===== src/rtl/lsu_initiator.sv =====
`default_nettype none
// ============================================================================
// lsu_initiator : load/store initiator between execute stage and data RAM
// Rev 1.0
// ============================================================================
module lsu_initiator #(
  parameter int ADDR_WIDTH   = 12,
  parameter bit CHECK_BOUNDS = 1'b1
) (
  input  logic        clk,
  input  logic        rstn,
  input  logic        req_valid,
  output logic        req_ready,
  input  logic        req_load,
  input  logic        req_store,
  input  logic [2:0]  req_funct3,
  input  logic [31:0] req_base,
  input  logic [31:0] req_offset,
  input  logic [31:0] req_wdata,
  output logic        rsp_valid,
  output logic [31:0] rsp_rdata,
  output logic        rsp_misaligned,
  output logic        rsp_illegal,
  output logic        rsp_fault,
  output logic [31:0] rsp_addr,
  output logic        mem_load,
  output logic        mem_store,
  output logic [2:0]  mem_access,
  output logic [31:0] mem_addr,
  output logic [31:0] mem_wdata,
  input  logic [31:0] mem_rdata
);

  localparam logic [1:0] c_st_idle    = 2'd0;
  localparam logic [1:0] c_st_issue   = 2'd1;
  localparam logic [1:0] c_st_capture = 2'd2;
  localparam logic [1:0] c_st_resp    = 2'd3;
  localparam logic [2:0] c_acc_word   = 3'b010;

  logic [1:0]  r_state;
  logic [1:0]  w_next;
  logic [31:0] r_eff;
  logic [31:0] r_wdata;
  logic [2:0]  r_funct3;
  logic        r_is_load;
  logic [31:0] r_rsp_rdata;
  logic [31:0] r_rsp_addr;
  logic        r_rsp_mis;
  logic        r_rsp_ill;
  logic        r_rsp_flt;

  logic [31:0] w_eff;
  logic        w_accept;
  logic        w_ill;
  logic        w_mis_raw;
  logic        w_oob;
  logic        w_err;
  logic [31:0] w_shifted;
  logic [7:0]  w_byte;
  logic [15:0] w_half;
  logic [31:0] w_ext;

  assign w_eff     = req_base + req_offset;
  assign req_ready = (r_state == c_st_idle) && rstn;
  assign w_accept  = req_valid && req_ready;

  assign w_ill = (req_load == req_store) || (req_funct3 == 3'b011) ||
                 (req_funct3 == 3'b110) || (req_funct3 == 3'b111) ||
                 (req_store && req_funct3[2]);
  assign w_mis_raw = ((req_funct3[1:0] == 2'b01) && w_eff[0]) ||
                     ((req_funct3[1:0] == 2'b10) && (w_eff[1:0] != 2'b00));

  generate
    if (CHECK_BOUNDS && (ADDR_WIDTH < 32)) begin : g_bounds
      assign w_oob = |w_eff[31:ADDR_WIDTH];
    end else begin : g_no_bounds
      assign w_oob = 1'b0;
    end
  endgenerate

  assign w_err = w_ill || w_mis_raw || w_oob;

  // RAM returns the whole aligned word; pick the lane addressed by the request
  assign w_shifted = mem_rdata >> {r_eff[1:0], 3'b000};
  assign w_byte    = w_shifted[7:0];
  assign w_half    = r_eff[1] ? mem_rdata[31:16] : mem_rdata[15:0];

  always_comb begin
    w_ext = mem_rdata;
    case (r_funct3)
      3'b000:  w_ext = {{24{w_byte[7]}}, w_byte};
      3'b100:  w_ext = {24'd0, w_byte};
      3'b001:  w_ext = {{16{w_half[15]}}, w_half};
      3'b101:  w_ext = {16'd0, w_half};
      default: w_ext = mem_rdata;
    endcase
  end

  always_ff @(posedge clk) begin
    if (!rstn) r_state <= c_st_idle;
    else       r_state <= w_next;
  end

  always_comb begin
    w_next = r_state;
    case (r_state)
      c_st_idle:    if (w_accept) w_next = w_err ? c_st_resp : c_st_issue;
      c_st_issue:   w_next = r_is_load ? c_st_capture : c_st_resp;
      c_st_capture: w_next = c_st_resp;
      default:      w_next = c_st_idle;
    endcase
  end

  // Response registers change only when entering RESP, so they hold between responses
  always_ff @(posedge clk) begin
    if (!rstn) begin
      r_eff       <= 32'd0;
      r_wdata     <= 32'd0;
      r_funct3    <= 3'd0;
      r_is_load   <= 1'b0;
      r_rsp_rdata <= 32'd0;
      r_rsp_addr  <= 32'd0;
      r_rsp_mis   <= 1'b0;
      r_rsp_ill   <= 1'b0;
      r_rsp_flt   <= 1'b0;
    end else begin
      if (w_accept) begin
        r_eff     <= w_eff;
        r_wdata   <= req_wdata;
        r_funct3  <= req_funct3;
        r_is_load <= req_load;
      end
      if (w_accept && w_err) begin
        r_rsp_rdata <= 32'd0;
        r_rsp_addr  <= w_eff;
        r_rsp_ill   <= w_ill;
        r_rsp_mis   <= !w_ill && w_mis_raw;
        r_rsp_flt   <= !w_ill && !w_mis_raw && w_oob;
      end
      if ((r_state == c_st_issue) && !r_is_load) begin
        r_rsp_rdata <= 32'd0;
        r_rsp_addr  <= r_eff;
        r_rsp_ill   <= 1'b0;
        r_rsp_mis   <= 1'b0;
        r_rsp_flt   <= 1'b0;
      end
      if (r_state == c_st_capture) begin
        r_rsp_rdata <= w_ext;
        r_rsp_addr  <= r_eff;
        r_rsp_ill   <= 1'b0;
        r_rsp_mis   <= 1'b0;
        r_rsp_flt   <= 1'b0;
      end
    end
  end

  always_comb begin
    rsp_valid  = (r_state == c_st_resp);
    mem_load   = 1'b0;
    mem_store  = 1'b0;
    mem_access = 3'd0;
    mem_addr   = 32'd0;
    mem_wdata  = 32'd0;
    if (r_state == c_st_issue) begin
      if (r_is_load) begin
        mem_load   = 1'b1;
        mem_access = c_acc_word;
        mem_addr   = {r_eff[31:2], 2'b00};
      end else begin
        mem_store  = 1'b1;
        mem_access = r_funct3;
        mem_addr   = r_eff;
        mem_wdata  = r_wdata;
      end
    end
  end

  assign rsp_rdata      = r_rsp_rdata;
  assign rsp_addr       = r_rsp_addr;
  assign rsp_misaligned = r_rsp_mis;
  assign rsp_illegal    = r_rsp_ill;
  assign rsp_fault      = r_rsp_flt;

endmodule
`default_nettype wire


===== config.mk =====
export PLATFORM = sky130hd
export DESIGN_NAME = lsu_initiator
export DESIGN_NICKNAME = d
export VERILOG_FILES = /design/src/rtl/lsu_initiator.sv
export SDC_FILE = /design/constraint.sdc
export NUM_CORES = 1
export LEC_CHECK = 0
export CAP_MARGIN = 10
export CORE_UTILIZATION = 48
export CTS_BUF_LIST = sky130_fd_sc_hd__clkbuf_4
export DETAILED_ROUTE_END_ITERATION = 10
export PLACE_DENSITY = 0.83
export SYNTH_ARGS = -nofsm -noshare
export SYNTH_HDL_FRONTEND = slang
export SYNTH_SLANG_ARGS = --single-unit

===== constraint.sdc =====
create_clock -name clk -period 5.28 [get_ports clk]
set_input_delay 1.056 -clock clk [delete_from_list [all_inputs] [get_ports clk]]
set_output_delay 1.056 -clock clk [all_outputs]
set_load 0.02 [all_outputs]

=== Word-level counts from Yosys, hierarchy flattened ===
Index checks and enable logic that the tools add are counted.

* Muxes and demuxes: 22
* Equality and inequality tests: 13
* Bitwise logic cells: 1
* Reduce and logical (&&, ||, !) cells: 26
* $add $sub $neg: 1
* Shift operators: 1

{| class="wikitable"
|+ Operators with widths
! cell !! count
|-
| 32-bit two-way mux || 9
|-
| 32-bit case mux with 4 select lines || 1
|-
| 32-bit adder || 1
|-
| 32-bit by 5-bit >> shifter with 8-bit output || 1
|-
| 20-bit OR reduction || 1
|-
| 16-bit two-way mux || 1
|-
| 3-bit equality test, second input constant || 4
|-
| 1-bit logical AND || 10
|-
| 1-bit logical OR || 7
|-
| 2-bit equality test, second input constant || 3
|-
| 2-bit two-way mux || 3
|-
| 3-bit two-way mux || 2
|-
| 2-bit case mux with 3 select lines || 1
|-
| 1-bit two-way mux || 5
|-
| 2-bit by 1-bit equality test with 1-bit output, second input constant || 2
|-
| 3-bit by 1-bit equality test with 1-bit output, second input constant || 1
|-
| 3-bit by 2-bit equality test with 1-bit output, second input constant || 1
|-
| 1-bit zero test || 3
|-
| 3-bit zero test || 1
|-
| 3-bit nonzero test || 1
|-
| 3-bit OR reduction || 1
|-
| 2-bit zero test || 1
|-
| 2-bit != test, second input constant || 1
|-
| 2-bit nonzero test || 1
|-
| 2 further kinds || 2
|}

* Output and inout bits: 138
* Word-level logic and storage cells: 74
* Input bits: 136
* Register bits after elaboration: 137

=== Depth between registers and ports, before layout ===
Gate-level depths: netlist of run 1.

* Depth after elaboration: 11
* Gate-level depth with buffers: 14

=== Worst setup path before layout of run 1 ===
Ideal clock, no wire load.

* Path type: in2reg
* From: input req_base[0]
* To: register r_rsp_addr[19], in the netlist rsp_addr[19]
* Required time: 5.164 ns
* Arrival time: 4.029 ns
* Stages on the path: 14
* Path slack: 1.135 ns
* Path buffers: 1
* Cell sequence: ha_1 > inv_1 > fa_1 > nor2b_1 > o2111a_1 > o2111ai_1 > and4_1 > or3_1 > a2111oi_2 > nand4_1 > nor4_2 > o21ai_2 > buf_6 > o211a_1

* Cells in the longest elaborated chain, start to end: 8

{| class="wikitable"
|+ Ends and longest elaborated chain
! element !! line !! text
|-
| start: declaration || 17 || <nowiki>input logic [31:0] req_base,</nowiki>
|-
| 32-bit adder (*) || 63 || <nowiki>assign w_eff = req_base + req_offset;</nowiki>
|-
| 2-bit nonzero test || 71 || <nowiki>((req_funct3[1:0] == 2'b10) && (w_eff[1:0] != 2'b00));</nowiki>
|-
| 1-bit logical AND || 71 ||
|-
| 1-bit logical OR || 70 || <nowiki>assign w_mis_raw = ((req_funct3[1:0] == 2'b01) && w_eff[0]) ||</nowiki>
|-
| 1-bit logical OR (2 in series) || 81 || <nowiki>assign w_err = w_ill || w_mis_raw || w_oob;</nowiki>
|-
| 1-bit logical AND || 133 || <nowiki>if (w_accept && w_err) begin</nowiki>
|-
| 3-bit nonzero test (no line) || - ||
|-
| end signal: assignment || 135 || <nowiki>r_rsp_addr <= w_eff;</nowiki>
|-
| end signal: assignment || 142 || <nowiki>r_rsp_addr <= r_eff;</nowiki>
|-
| end signal: assignment || 149 || <nowiki>r_rsp_addr <= r_eff;</nowiki>
|-
| end: declaration || 47 || <nowiki>logic [31:0] r_rsp_addr;</nowiki>
|}

Every way passes the cells marked *; elsewhere a longest branch is shown, timed or not. The select of a mux whose other input is x is not followed.
A chain may end at the register's enable or synchronous reset.

=== Worst setup path in the final report of run 1 ===
* From: input req_offset[0]
* To: register r_rsp_addr[25], in the netlist rsp_addr[25]

* Cells in the longest elaborated chain, start to end: 8

{| class="wikitable"
|+ Ends and longest elaborated chain
! element !! line !! text
|-
| start: declaration || 18 || <nowiki>input logic [31:0] req_offset,</nowiki>
|-
| 32-bit adder (*) || 63 ||
|-
| 2-bit nonzero test || 71 ||
|-
| 1-bit logical AND || 71 ||
|-
| 1-bit logical OR || 70 ||
|-
| 1-bit logical OR (2 in series) || 81 ||
|-
| 1-bit logical AND || 133 ||
|-
| 3-bit nonzero test (no line) || - ||
|}

Marked as above.

==> out/summary.log, run 1 <==
[outcome] outcome completed
[critical_path] nature of the critical path startpoint input pin
[die] area of the die 18300 um2
[clock_tree] maximum clock insertion buffer count 2
[critical_path] worst reg2reg path depth 6
[timing] final total negative setup slack 0 ps
[critical_path] crit-path cells clkdlybuf4s50_1 > ha_1 > inv_1 > fa_1 > nor2b_1 > o2111a_1 > o2111ai_1 > and4_1 > or3_1 > a2111oi_2 > nand4_1 > nor4_2 > o21ai_4 > buf_12 > o211a_1
[timing] Slew Limit Fails 0
[placed_design] Post-Place Worst Slack 95.3 ps
[logic_synthesis] average instance area after synthesis 7.41 um2
[power] internal power contribution 2.68 mW
[power] PD cells 398 nW/um2
[logic_synthesis] dominant register cell in the synthesized netlist sky130_fd_sc_hd__dfxtp_1
[power] switching share of power 42.3%
[clock_tree] number of H-tree levels 4
[clock_tree] clock-pin slew on the worst setup and hold paths 120 ps
[layout] proportion of layout cells with a drive suffix above 1 5.74%
[critical_path] required time reported for the critical path endpoint 5740 ps
[die] initial core utilization 49.2%
[layout] Final Instance Count excl. Fillers 1620
[power] leakage power figure 4.53 nW
[clock_tree] Post-CTS Repair Setup Buffers 0
[critical_path] maximum fanout encountered on the critical timing path 17
[timing] worst slack on hold paths 455 ps
[global_route] wire length of the first global-routing pass 43100 um
[timing] final setup fails 0
[global_route] GR Overflow Total 0
[logic_synthesis] top post-synthesis cells by area sky130_fd_sc_hd__dfxtp_1 (32%), sky130_fd_sc_hd__nand2_1 (11%), sky130_fd_sc_hd__a21oi_1 (6.4%), sky130_fd_sc_hd__and2_1 (5.3%), sky130_fd_sc_hd__ha_1 (5.1%)
[drt] Vias 9206
[timing] post-route setup slack 626 ps
[critical_path] Largest stage delay, worst path 470 ps
[timing] fin crit period 4650 ps
[logic_synthesis] cell type with the largest total area after synthesis sky130_fd_sc_hd__dfxtp_1
[drt] number of antenna-violating nets in the routed design 0
[logic_synthesis] number of instances in the synthesized netlist 1148
[logic_synthesis] Syn Std Cell Area 8510 um2
[placed_design] detailed placement HPWL 21000 um
[die] count of pins on the block boundary 274
[logic_synthesis] EDFF count, synth 0
[layout] end-of-flow core utilization 67.6%
[placed_design] number of buffer cells added on primary ports 273
[clock_tree] number of buffers added to fix hold violations after cts 0
[critical_path] Worst path slowest cell sky130_fd_sc_hd__clkdlybuf4s50_1
[placed_design] RD Place Congestion 0.928
[worst_hold_path] class of the most critical hold timing path reg -> reg
[timing] Peak Freq 0.215 GHz
[critical_path] reg2reg setup slack 2520 ps
[critical_path] Worst R2R End rsp_rdata[17]
[drt] DRT Pass-1 Iters 5
[critical_path] signal arrival time at the worst endpoint 5120 ps
[logic_synthesis] count of distinct cell types in the synthesized netlist 73
[timing] final-report hold violation count 0
[clock_tree] total of cells resized after clock tree synthesis 0
[worst_hold_path] hold-critical path depth 2
[power] Logic pwr share 51.7%
[clock_tree] TritonCTS clock tree done
[layout] number of nets in the layout 1555
[drt] Residual DRC 0
[timing] Worst Clk Skew 15.9 ps
[logic_synthesis] Mapped Nets 1320
[power] sequential fraction of design power 32.4%
[logic_synthesis] number of synthesis warnings 0
[power] Clk network pwr share 15.9%
[critical_path] worst path buffer plus inverter count 3
[die] number of placement rows 48
[die] die outline width 135 um
[logic_synthesis] most common cell in the synthesized netlist sky130_fd_sc_hd__nand2_1
[critical_path] crit end category flop
[power] highest ir drop seen on vdd 0.000268 V
[placed_design] Inst Count DP 1589
[worst_hold_path] hold path start r_wdata[6]
[layout] post-route cell area 11700 um2
[logic_synthesis] Yosys reg bits 137
[layout] synthesis-to-layout area growth 37.3%
[timing] unrepaired setup endpoints after global routing false
[clock_tree] Inserted Clock Buffers 17
[timing] fraction of the cycle the final worst path needs 88.1%
[global_route] antenna violations before repair 1
[global_route] number of global-route vias before repair 8430
[clock_tree] insertion delay of the later-clocked pin in the worst-skew pair 560 ps
[global_route] maximum number of pins on one net before global-route repair 72
[placed_design] cell area reported after detailed placement 11400 um2
[drt] via density per instance 5.68
[drt] per-cell routed wire length 17.2 um
[clock_tree] Clk Tree Root Cell sky130_fd_sc_hd__clkbuf_4
[drt] sum of routed wire length over all layers 27800 um
[worst_hold_path] endpoint of the worst hold-timing path r_wdata[6]
[drt] drt initial violations 624
[die] Die Y 135 um
[timing] transition time of the tightest slew-check pin 857 ps
[critical_path] critical path class in -> reg
[logic_synthesis] async set or reset register ratio after synthesis 0%
[job] count of max-cap constraint violations 0
[critical_path] start of the worst register-to-register path r_funct3[1]
[logic_synthesis] list of most frequent post-synthesis cells sky130_fd_sc_hd__nand2_1 (257), sky130_fd_sc_hd__dfxtp_1 (137), sky130_fd_sc_hd__a21oi_1 (109), sky130_fd_sc_hd__nor2_1 (78), sky130_fd_sc_hd__and2_1 (72)
[logic_synthesis] part of the Yosys area used for sequential elements 32.2%
[power] switching power summed over all nets 1.97 mW
[global_route] global-route usage over all layers 29.9%
[critical_path] family with the most delay on the worst path simple AND/OR/NAND/NOR gates
[logic_synthesis] share of the synthesized area in the top cell type 32.2%
[power] total power 4.65 mW
[clock_tree] TritonCTS Sinks 137
[timing] Max transition margin 42.8%
[die] Core Region 17300 um2
cell families (layout without fill, tap and decap cells):
family          count (synthesis)  count (layout)  synth area share (%)
xor+xnor                       21              21                  2.25
simple gates                  508             508                  27.7
other cells                     0               1                     0
compound gates                307             307                  23.2
fa+ha+maj                      36              36                  5.38
flops                         137             137                  32.2
buf+inv                       106             352                  5.13
mux                            33              33                  4.15
layout by cell type (no fill, tap or decap), types with 19 or more instances in the layout:
cell type,n
sky130_fd_sc_hd__nand2_1,256
sky130_fd_sc_hd__a21oi_1,109
sky130_fd_sc_hd__o22ai_1,26
sky130_fd_sc_hd__clkdlybuf4s50_1,272
sky130_fd_sc_hd__dfxtp_1,137
sky130_fd_sc_hd__and2_1,71
sky130_fd_sc_hd__mux2i_1,24
sky130_fd_sc_hd__nor2_1,77
sky130_fd_sc_hd__nor3_1,19
sky130_fd_sc_hd__ha_1,35
sky130_fd_sc_hd__inv_1,25
sky130_fd_sc_hd__nand4_1,21
sky130_fd_sc_hd__buf_4,20
sky130_fd_sc_hd__o21ai_0,49
how the worst max path moves through the flow:
| stage | end | slack, ps | start | cells after the start |
|---|---|---|---|---|
| after floorplan | rsp_addr[19] | 1130 | req_base[0] | 14 |
| after global placement | rsp_addr[25] | 170 | req_base[0] | 15 |
| after detailed placement | rsp_addr[25] | 100 | req_offset[0] | 15 |
| after CTS | rsp_addr[25] | 690 | req_offset[0] | 15 |
| after global routing | rsp_addr[25] | 450 | req_base[11] | 13 |
| final | rsp_addr[25] | 630 | req_offset[0] | 15 |
per-layer routing:
layer | GRT usage (%) | wire length, um | part of all wire, %
met1 | 37.7 | 11400 | 41
met2 | 49.7 | 13300 | 48
met3 | 5.31 | 2090 | 7.5
met4 | 13.0 | 992 | 3.6
met5 | 0 | 0 | 0
registers in the layout, summed over array words and instances (netlist names), 2 cells and up:
name and cells:
rsp_addr 32, r_funct3 3, r_wdata 32, r_state 2
r_eff 32, rsp_rdata 32
tightest hold or removal path: stages (launching register included):
cell	delay (ps)
sky130_fd_sc_hd__dfxtp_1	320
sky130_fd_sc_hd__nand2_1	50
sky130_fd_sc_hd__a21oi_1	50
layout make-up:
cell class	instances	area, um2
timing repair buffer	295	2920
clock buffer	18	135
inverter	27	101
antenna	1	2.50
sequential	137	2740
fill	1452	5610
multi-input combinational	905	5350
tap	225	282
clock inverter	12	158
power by group through the flow:
| stage | Sequential, mW | Combinational (mW) | Clock (mW) |
|---|---|---|---|
| finish | 1.51 | 2.40 | 0.738 |
| CTS | 1.50 | 2.39 | 0.746 |
| global placement | 1.52 | 2.34 | 0 |
| detailed placement | 1.53 | 2.38 | 0 |
| global route | 1.54 | 2.59 | 0.786 |
| floorplan | 1.67 | 1.28 | 0 |
No activity file was read; power rests on OpenSTA's default activity.
==> inputs of run 2 (changes only) <==
--- a/config.mk
+++ b/config.mk
@@ -5,6 +5,7 @@
 export SDC_FILE = /design/constraint.sdc
 export NUM_CORES = 1
 export LEC_CHECK = 0
+export ABC_AREA = 1
 export CAP_MARGIN = 10
 export CORE_UTILIZATION = 48
 export CTS_BUF_LIST = sky130_fd_sc_hd__clkbuf_4
==> out/summary.log, run 2 <==
[outcome] outcome completed
[critical_path] signal arrival time at the worst endpoint 4610 ps [-510 ps]
[critical_path] required time reported for the critical path endpoint 5790 ps [+50 ps]
[timing] fin crit period 4100 ps [-552 ps]
[worst_hold_path] hold path start rsp_misaligned
[drt] DRT Pass-1 Iters 5 [unchanged]
[global_route] GR Overflow Total 0 [unchanged]
[critical_path] start of the worst register-to-register path r_eff[1]
[die] Die Y 136 um [+0.46%]
[critical_path] beginning of the critical path req_base[0]
[timing] final setup fails 0 [unchanged]
[die] Core Region 17400 um2 [+0.35%]
[logic_synthesis] top post-synthesis cells by area sky130_fd_sc_hd__dfxtp_1 (32%), sky130_fd_sc_hd__nand2_1 (19%), sky130_fd_sc_hd__inv_1 (9.7%), sky130_fd_sc_hd__o21ai_0 (8.2%), sky130_fd_sc_hd__nor2_1 (5.5%)
[logic_synthesis] Yosys reg bits 137 [unchanged]
[drt] per-cell routed wire length 14.9 um [-13%]
[worst_hold_path] class of the most critical hold timing path reg -> reg
[die] count of pins on the block boundary 274 [unchanged]
[logic_synthesis] share of the synthesized area in the top cell type 31.9% [-0.30 points]
[die] die outline width 136 um [+0.46%]
[layout] multi-input gate area in the final layout 4740 um2 [-11%]
[power] PD cells 387 nW/um2 [-2.7%]
[clock_tree] insertion delay of the later-clocked pin in the worst-skew pair 560 ps [about the same]
[logic_synthesis] dominant register cell in the synthesized netlist sky130_fd_sc_hd__dfxtp_1
[layout] top library cells by usage in the layout, fill and taps aside sky130_fd_sc_hd__nand2_1 (433), sky130_fd_sc_hd__clkdlybuf4s50_1 (273), sky130_fd_sc_hd__inv_1 (221), sky130_fd_sc_hd__o21ai_0 (140), sky130_fd_sc_hd__dfxtp_1 (137)
[clock_tree] Inserted Clock Buffers 17 [unchanged]
[die] number of placement rows 48 [unchanged]
[layout] Seq. cell area 2740 um2 [unchanged]
[job] count of max-cap constraint violations 0 [unchanged]
[drt] sum of routed wire length over all layers 28300 um [+1.6%]
[global_route] number of global-route vias before repair 8607 [+2.1%]
[global_route] maximum number of pins on one net before global-route repair 94 [+31%]
[global_route] global-route usage over all layers 30.1% [+0.25 points]
[logic_synthesis] cell type with the largest total area after synthesis sky130_fd_sc_hd__dfxtp_1
[layout] synthesis-to-layout area growth 36.3%
[logic_synthesis] count of distinct cell types in the synthesized netlist 34 [-53%]
[clock_tree] Post-CTS Repair Setup Buffers 0 [unchanged]
[placed_design] detailed placement HPWL 21900 um [+4.0%]
[critical_path] worst reg2reg path depth 8 [+2]
[logic_synthesis] average instance area after synthesis 6.06 um2 [-18%]
[drt] number of antenna-violating nets in the routed design 0 [unchanged]
[layout] fill cell count 1604 [+10%]
[timing] final-report hold violation count 0 [unchanged]
[critical_path] Worst R2R End rsp_rdata[31]
[drt] drt initial violations 862 [+38%]
[critical_path] crit end category flop
[critical_path] maximum fanout encountered on the critical timing path 48 [+31]
[drt] Vias 9844 [+6.9%]
[die] initial core utilization 49.5% [+0.28 points]
[critical_path] Worst Setup EP rsp_addr[17]
[placed_design] number of buffer cells added on primary ports 273 [unchanged]
[clock_tree] maximum clock insertion buffer count 2 [unchanged]
[placed_design] RD Place Congestion 0.984 [+6.0%]
[timing] Max transition margin 33.3% [-9.5 points]
[timing] Slew Limit Fails 0 [unchanged]
[logic_synthesis] async set or reset register ratio after synthesis 0% [unchanged]
[critical_path] reg2reg setup slack 1930 ps [-590 ps]
[global_route] antenna violations before repair 0 [-1]
[logic_synthesis] part of the Yosys area used for sequential elements 31.9% [-0.30 points]
[logic_synthesis] number of instances in the synthesized netlist 1417 [+23%]
[drt] via density per instance 5.19 [-8.6%]
[clock_tree] number of buffers added to fix hold violations after cts 0 [unchanged]
[timing] Peak Freq 0.244 GHz [+13%]
[logic_synthesis] Syn Std Cell Area 8590 um2 [+0.93%]
[layout] number of nets in the layout 1829 [+18%]
[die] area of the die 18400 um2 [+0.91%]
[layout] ANT cells 0 [-1]
[logic_synthesis] number of synthesis warnings 0 [unchanged]
[placed_design] cell area reported after detailed placement 11400 um2 [+0.20%]
[power] leakage power figure 5.36 nW [+18%]
[critical_path] critical path class in -> reg
[clock_tree] clock-pin slew on the worst setup and hold paths 130 ps [about the same]
[timing] final total negative setup slack 0 ps [unchanged]
[logic_synthesis] most common cell in the synthesized netlist sky130_fd_sc_hd__nand2_1
[layout] most frequent standard cell in the layout excluding fill and tap cells sky130_fd_sc_hd__nand2_1
[timing] worst slack on hold paths 476 ps [+21.2 ps]
[clock_tree] TritonCTS clock tree done
[clock_tree] number of H-tree levels 4 [unchanged]
[layout] proportion of layout cells with a drive suffix above 1 3.95% [-1.8 points]
[logic_synthesis] list of most frequent post-synthesis cells sky130_fd_sc_hd__nand2_1 (433), sky130_fd_sc_hd__inv_1 (222), sky130_fd_sc_hd__o21ai_0 (140), sky130_fd_sc_hd__dfxtp_1 (137), sky130_fd_sc_hd__nor2_1 (127)
[timing] unrepaired setup endpoints after global routing false
[logic_synthesis] EDFF count, synth 0 [unchanged]
[global_route] wire length of the first global-routing pass 43500 um [+0.78%]
[power] highest ir drop seen on vdd 0.000340 V [+27%]
[timing] transition time of the tightest slew-check pin 997 ps [+140 ps]
[timing] Worst Clk Skew 25.5 ps [+9.54 ps]
[timing] fraction of the cycle the final worst path needs 77.7% [-10 points]
[logic_synthesis] Mapped Nets 1589 [+20%]
[layout] post-route cell area 11700 um2 [+0.18%]
[clock_tree] TritonCTS Sinks 137 [unchanged]
[clock_tree] total of cells resized after clock tree synthesis 0 [unchanged]
[clock_tree] Clk Tree Root Cell sky130_fd_sc_hd__clkbuf_4
[critical_path] nature of the critical path startpoint input pin
[drt] Residual DRC 0 [unchanged]
## run 2: changes by cell type after synthesis, moves of 14 or more
cell,before,now
sky130_fd_sc_hd__mux2i_1,24,5
sky130_fd_sc_hd__and2_1,72,2
sky130_fd_sc_hd__nor3_1,19,5
sky130_fd_sc_hd__inv_1,25,222
sky130_fd_sc_hd__nor2_2,1,15
sky130_fd_sc_hd__nand3_1,15,93
sky130_fd_sc_hd__nor2_1,78,127
sky130_fd_sc_hd__o22ai_1,26,4
sky130_fd_sc_hd__a21oi_1,109,77
sky130_fd_sc_hd__nand2_1,257,433
sky130_fd_sc_hd__o21ai_0,49,140
## run 2: logic make-up (layout without fill, tap and decap cells)
family / Yosys count / in the layout / share of synthesized area, %
simple gates: 692 / 692 / 32.8
xor+xnor: 12 / 12 / 1.22
buf+inv: 289 / 542 / 13.0
compound gates: 246 / 246 / 15.2
mux: 5 / 5 / 0.583
fa+ha+maj: 36 / 36 / 5.33
flops: 137 / 137 / 31.9
## run 2: worst max-delay path: stages
cell                              delay (ps)
sky130_fd_sc_hd__clkdlybuf4s50_1         460
sky130_fd_sc_hd__ha_1                    220
sky130_fd_sc_hd__inv_1                    70
sky130_fd_sc_hd__fa_1                    400
sky130_fd_sc_hd__inv_1                   100
sky130_fd_sc_hd__nand3_1                  90
sky130_fd_sc_hd__nand3_2                 120
sky130_fd_sc_hd__nand2_1                  60
sky130_fd_sc_hd__nand2_1                 130
sky130_fd_sc_hd__nand2_1                  90
sky130_fd_sc_hd__nand2_1                 120
sky130_fd_sc_hd__nand2_1                  80
sky130_fd_sc_hd__nand2_1                  70
sky130_fd_sc_hd__nand2_1                  40
sky130_fd_sc_hd__nand2_1                  90
sky130_fd_sc_hd__nand2_1                  60
sky130_fd_sc_hd__nor2_1                  120
sky130_fd_sc_hd__nand4_1                 140
sky130_fd_sc_hd__nand2_2                 100
sky130_fd_sc_hd__nand2_2                 550
sky130_fd_sc_hd__nand2_1                 260
sky130_fd_sc_hd__nand2_1                  80
sky130_fd_sc_hd__nor2_1                   80
## run 2: metal layers
metal / GRT usage, % / vias up / share of wire, %
met5: 0 / - / 0
met4: 11.3 / 0 / 2.7
met3: 4.41 / 58 / 8.0
met2: 47.5 / 453 / 45
met1: 41.2 / 4400 / 44
li1: - / 4933 / -
## run 2: cell type report
type	instances	area share (%)
multi-input combinational	991	40.5
timing repair buffer	281	23.9
sequential	137	23.4
inverter	229	7.34
tap	225	2.40
clock buffer	21	1.35
clock inverter	11	1.16
## run 2: report_power, final
part           switching [mW]  internal [mW]  total, mW
clock                   0.421          0.312      0.733
sequential              0.160           1.29       1.45
combinational            1.47          0.868       2.34
## run 2: worst min-delay path by stage
stage / to / slack, ps / depth (start not counted)
floorplan: r_wdata[0] / 450 / 2
global placement: rsp_fault / 450 / 2
detailed placement: rsp_misaligned / 450 / 2
CTS: rsp_misaligned / 470 / 2
global route: r_wdata[20] / 500 / 2
finish: rsp_misaligned / 480 / 2
## run 2: stage by stage
stage               setup slack [ps]  std cells  utilization (%)  total power [mW]
global placement                 735       1863             65.8              3.76
finish                          1180       1895             67.5              4.53
detailed placement               663       1863             65.8              3.79
global route                     768       1895             67.5              4.83
floorplan                       1910       1417                -              2.94
CTS                             1200       1895             67.5              4.52
